[config.mk]
export PLATFORM = sky130hd
export DESIGN_NAME = letc_core_limp_axi_bridge
export DESIGN_NICKNAME = d
export VERILOG_FILES = /design/src/rtl/letc_core_limp_axi_bridge.sv
export SDC_FILE = /design/constraint.sdc
export NUM_CORES = 1
export LEC_CHECK = 0
export ABC_CLOCK_PERIOD_IN_PS = 2940
export BUFFER_PORTS_ARGS = -buffer_cell sky130_fd_sc_hd__buf_2
export CAP_MARGIN = 10
export CORE_ASPECT_RATIO = 2
export CORE_UTILIZATION = 35
export CTS_BUF_LIST = sky130_fd_sc_hd__clkbuf_16
export CTS_CLUSTER_DIAMETER = 60
export CTS_CLUSTER_SIZE = 12
export DETAILED_ROUTE_END_ITERATION = 12
export MAX_ROUTING_LAYER = met4
export PLACE_DENSITY = 0.66
export SYNTH_ARGS = -nofsm -noshare
export SYNTH_HDL_FRONTEND = slang
export SYNTH_SLANG_ARGS = --single-unit
[constraint.sdc]
create_clock -name i_clk -period 2.94 [get_ports i_clk]
set_input_delay 0.147 -clock i_clk [delete_from_list [all_inputs] [get_ports i_clk]]
set_output_delay 0.147 -clock i_clk [all_outputs]
set_load 0.05 [all_outputs]
[src/rtl/letc_core_limp_axi_bridge.sv]
// LIMP-to-AXI4 bridge: each LIMP request becomes one single-beat AXI4 read or write.
// Sub-word writes are lane-shifted with strobes; sub-word reads are right-justified and zero-extended.
`timescale 1ns/1ps
module letc_core_limp_axi_bridge #(
  parameter int PADDR_W = 34
) (
  input  logic               i_clk,
  input  logic               i_rst_n,
  input  logic               i_limp_valid,
  output logic               o_limp_ready,
  input  logic               i_limp_wen_nren,
  input  logic               i_limp_uncacheable,
  input  logic [1:0]         i_limp_size,
  input  logic [PADDR_W-1:0] i_limp_addr,
  output logic [31:0]        o_limp_rdata,
  input  logic [31:0]        i_limp_wdata,
  output logic               o_awvalid,
  input  logic               i_awready,
  output logic [PADDR_W-1:0] o_awaddr,
  output logic               o_wvalid,
  input  logic               i_wready,
  output logic [31:0]        o_wdata,
  output logic [3:0]         o_wstrb,
  input  logic               i_bvalid,
  output logic               o_bready,
  input  logic [1:0]         i_bresp,
  output logic               o_arvalid,
  input  logic               i_arready,
  output logic [PADDR_W-1:0] o_araddr,
  input  logic               i_rvalid,
  output logic               o_rready,
  input  logic [31:0]        i_rdata,
  input  logic [1:0]         i_rresp,
  output logic               o_bus_error
);

  typedef enum logic [2:0] {IDLE, RD_ADDR, RD_DATA, WR_REQ, WR_RESP, DONE} state_e;

  state_e             state_q, state_d;
  logic [PADDR_W-1:0] addr_q, addr_d;
  logic [1:0]         size_q, size_d;
  logic [31:0]        wdata_q, wdata_d;
  logic [31:0]        rdata_q, rdata_d;
  logic [1:0]         resp_q, resp_d;
  logic               aw_done_q, aw_done_d;
  logic               w_done_q, w_done_d;

  logic [4:0]         lane_shift;
  logic [31:0]        rdata_shifted;
  logic [31:0]        rdata_fmt;
  logic [3:0]         wstrb_raw;
  logic [PADDR_W-1:0] addr_aligned;
  logic               unused_uncacheable;

  assign unused_uncacheable = i_limp_uncacheable;
  assign lane_shift         = {addr_q[1:0], 3'b000};
  assign addr_aligned       = {addr_q[PADDR_W-1:2], 2'b00};
  assign rdata_shifted      = rdata_q >> lane_shift;

  always_comb begin
    case (size_q)
      2'd0:    rdata_fmt = {24'd0, rdata_shifted[7:0]};
      2'd1:    rdata_fmt = {16'd0, rdata_shifted[15:0]};
      default: rdata_fmt = rdata_shifted;
    endcase
  end

  always_comb begin
    case (size_q)
      2'd0:    wstrb_raw = 4'b0001 << addr_q[1:0];
      2'd1:    wstrb_raw = 4'b0011 << addr_q[1:0];
      default: wstrb_raw = 4'b1111;
    endcase
  end

  // State and captured request
  always_ff @(posedge i_clk or negedge i_rst_n) begin
    if (!i_rst_n) begin
      state_q   <= IDLE;
      addr_q    <= '0;
      size_q    <= 2'd0;
      wdata_q   <= 32'd0;
      rdata_q   <= 32'd0;
      resp_q    <= 2'd0;
      aw_done_q <= 1'b0;
      w_done_q  <= 1'b0;
    end else begin
      state_q   <= state_d;
      addr_q    <= addr_d;
      size_q    <= size_d;
      wdata_q   <= wdata_d;
      rdata_q   <= rdata_d;
      resp_q    <= resp_d;
      aw_done_q <= aw_done_d;
      w_done_q  <= w_done_d;
    end
  end

  // Next state; LIMP inputs are only looked at in IDLE
  always_comb begin
    state_d   = state_q;
    addr_d    = addr_q;
    size_d    = size_q;
    wdata_d   = wdata_q;
    rdata_d   = rdata_q;
    resp_d    = resp_q;
    aw_done_d = aw_done_q;
    w_done_d  = w_done_q;
    case (state_q)
      IDLE: begin
        if (i_limp_valid) begin
          addr_d    = i_limp_addr;
          size_d    = i_limp_size;
          wdata_d   = i_limp_wdata;
          aw_done_d = 1'b0;
          w_done_d  = 1'b0;
          state_d   = i_limp_wen_nren ? WR_REQ : RD_ADDR;
        end
      end
      RD_ADDR: if (i_arready) state_d = RD_DATA;
      RD_DATA: begin
        if (i_rvalid) begin
          rdata_d = i_rdata;
          resp_d  = i_rresp;
          state_d = DONE;
        end
      end
      WR_REQ: begin
        // AW and W complete independently, in either order or together
        aw_done_d = aw_done_q | i_awready;
        w_done_d  = w_done_q | i_wready;
        if (aw_done_d && w_done_d) state_d = WR_RESP;
      end
      WR_RESP: begin
        if (i_bvalid) begin
          resp_d  = i_bresp;
          state_d = DONE;
        end
      end
      DONE:    state_d = IDLE;
      default: state_d = IDLE;
    endcase
  end

  always_comb begin
    o_arvalid    = 1'b0;
    o_araddr     = '0;
    o_rready     = 1'b0;
    o_awvalid    = 1'b0;
    o_awaddr     = '0;
    o_wvalid     = 1'b0;
    o_wdata      = 32'd0;
    o_wstrb      = 4'd0;
    o_bready     = 1'b0;
    o_limp_ready = 1'b0;
    o_limp_rdata = 32'd0;
    o_bus_error  = 1'b0;
    case (state_q)
      RD_ADDR: begin
        o_arvalid = 1'b1;
        o_araddr  = addr_aligned;
      end
      RD_DATA: o_rready = 1'b1;
      WR_REQ: begin
        o_awvalid = !aw_done_q;
        o_wvalid  = !w_done_q;
        o_awaddr  = addr_aligned;
        o_wdata   = wdata_q << lane_shift;
        o_wstrb   = wstrb_raw;
      end
      WR_RESP: o_bready = 1'b1;
      DONE: begin
        o_limp_ready = 1'b1;
        o_limp_rdata = rdata_fmt;
        o_bus_error  = (resp_q != 2'b00);
      end
      default: ;
    endcase
  end

  // Misaligned halfword/word and size 3 have no defined behaviour
  a_legal_req: assert property (@(posedge i_clk) disable iff (!i_rst_n)
    (state_q == IDLE && i_limp_valid) |->
      (i_limp_size != 2'd3) &&
      !(i_limp_size == 2'd1 && i_limp_addr[0]) &&
      !(i_limp_size == 2'd2 && i_limp_addr[1:0] != 2'b00));

endmodule

==> impl_metrics.ini <==
[run_status]
outcome = completed

[setup_path]
critPathBufInv = 1
slowest_delay_ns = 1.05
critPathRequiredTime_ns = 2.79
crit_slowest_cell = dfrtp_4
cp-start-kind = flop
cp_top_family = flip-flops
crit_chain = mux2i_1 > nor3_1 > buf_2
crit_path_end_kind = primary output
critPathKind = reg -> out
cp.arrival_ns = 2.41
crit_fanout = 72

[logic_synthesis]
netlist_area_um2 = 5910
syn_area_per_cell_um2 = 11.1
yosysSeqAreaShare_pct = 45.3
synthCells = 533
async_reset_ff_share_pct = 100
synth-edff-count = 0
ys_seq_elements = 107
synthFlopType = dfrtp_1
yosysUniqueCellTypes = 38
ys_warn_count = 0

[placed_design]
io_buffers = 251
dp_cells = 966
hpwl_mm = 12.5
place.gp.congestion = 0.859
placed_cell_area_um2 = 7430

[flow_run]
cap_violations = 0

[timing]
whs_ns = 0.0193
fmax_mhz = 391
slew_viol_final = 0
worst_pin_slew_ns = 0.977
final_hold_viol_count = 0
setup_viol = 0
fin_setup_tns_ns = 0
period_needed_ns = 2.56
slew_headroom_pct = 34.9
finalCritPeriodShare_pct = 86.9
grt_setup_unrepaired = false
finClkSkew_ns = 0.0106

[cts]
cts_tree = done
cts.sink_count = 107
path_clk_slew_ns = 0.07
cts_max_level = 3
cts_made_buffers = 9
post-cts-setup-buffers = 0
cts_root_buf = clkbuf_16
clockBufferDepth = 2
clk_latency_ns = 0.35

[routing]
avgRoutedWirePerCell_um = 16.7
dr.pass1.iters = 4
ant_nets = 0
viasPerCell = 4.93
drt_wl_total_mm = 16.6
num_vias = 4872
drt_iter0_markers = 109
post-route-drc-count = 0

[grt]
antenna_found_initial = 4
grt.overflow.total = 0
grt_max_degree = 73
first_global_vias = 5011
grt_util_all_layers_pct = 20.1
grt_first_pass_wirelength_mm = 25.5

[floorplan]
num_rows = 66
core_area_um2 = 16400
ioPinCount = 257
fp.dieW_um = 93.9
dieArea_um2 = 17500
dieHeight_um = 186
start_util_pct = 36.0

[cells_and_area]
drive_above_1_share_pct = 52.0
fin_nets = 890
area_growth_pct = 31.6
instances_no_fill = 989
finalInstanceArea_um2 = 7780

[pwr]
p_leak_nw = 3.87
peakVddDrop_uv = 683
pwr_density_cell_nw_per_um2 = 1160
power_w = 0.00905

[worst_hold_path]
hp-class = in -> reg
where the power goes:
| group | switching [W] | leakage (nW) | total [W] | internal, W |
|---|---|---|---|---|
| clock | 0.000559 | 0.159 | 0.00131 | 0.000747 |
| sequential | 0.000816 | 1.27 | 0.00305 | 0.00223 |
| combinational | 0.00282 | 2.45 | 0.00469 | 0.00188 |
| total | 0.00419 | 3.87 | 0.00905 | 0.00486 |
flip-flops by register name, summed over array words and instances, names as in the netlist:
signal     cells
size_q         2
rdata_q       32
resp_q         2
wdata_q       32
w_done_q       1
state_q        3
addr_q        34
aw_done_q      1
layout by cell type, fill, tap and decap left out, types with 8 or more instances in the layout:
master and instances:
a211oi_1 32, a21oi_1 23, and2_1 80, buf_2 248
buf_4 19, clkbuf_16 9, dfrtp_1 105, mux2_1 8
mux2_2 95, mux2i_1 33, nand2_1 17, nor2_1 16
nor2b_1 17, nor3_1 8, or2_2 15
per-layer routing:
metal	GRT usage, %	part of all wire (%)	vias to the layer above	routed length, um
li1	-	-	2325	-
met1	20.8	37	2336	6110
met2	36.3	56	185	9190
met3	3.43	4.8	26	795
met4	9.23	2.8	0	465
met5	-	0	-	0
timing repair:
action | CTS | global route
resized for setup | 0 | 0
hold endpoints to repair | 21 | 0
hold buffers | 3 | 0
synth_stat cells (2+ instances only):
library cell / number / share of area [%]
mux2_1: 8 / 1.5
buf_2: 14 / 1.2
a21oi_1: 23 / 1.9
o221ai_1: 2 / 0.30
dfrtp_1: 107 / 45
and2_1: 80 / 8.5
buf_6: 7 / 1.3
nor2b_1: 18 / 1.9
or2_2: 15 / 1.6
mux2i_1: 33 / 5.6
nor2_1: 16 / 1.0
nand3b_1: 5 / 0.63
inv_1: 5 / 0.32
nor3_1: 8 / 0.68
a211oi_1: 32 / 4.1
mux2_2: 95 / 18
clkbuf_1: 20 / 1.3
buf_4: 4 / 0.51
o21ai_0: 5 / 0.42
nor3_2: 2 / 0.34
nand2_1: 17 / 1.1
cell families after synthesis:
logic type             after synthesis  share of synthesized area (%)
and+or+nand+nor                    168                           17.0
muxes                              136                           25.2
DFF                                107                           45.3
AOI/OAI and AO/OA                   70                           7.79
buffers and inverters               51                           4.68
other                                1                         0.0634
through the flow:
step	worst slack, ns	util [%]
4_1_cts	0.325	47.3
6_report	0.384	47.4
3_3_place_gp	0.757	45.2
5_1_grt	0.227	47.4
2_1_floorplan	0.507	-
3_5_place_dp	0.737	45.2
path summary, 6_finish.rpt:
kind	slack (ns)	depth (start not counted)	endpoint	startpoint
worst max-delay path	0.38	3	o_wdata[15]	addr_q[0]
worst min-delay path	0.02	2	rdata_q[6]	i_rdata[6]
worst max register to register	0.79	4	wdata_q[26]	state_q[0]
worst min register to register	0.48	1	rdata_q[6]	rdata_q[6]
max in group asynchronous	1.92	3	addr_q[0]	i_rst_n
min in group asynchronous	0.21	2	wdata_q[28]	i_rst_n
area by class of cell:
type	count	area, um^2
Timing Repair Buffer	275	1510
Multi-Input combinational cell	378	2990
Fill cell	1591	8650
Antenna cell	4	10.0
Tap cell	204	255
Inverter	5	18.8
Clock inverter	7	92.6
Clock buffer	9	225
Sequential cell	107	2680
(Power assumes the default switching activity.)
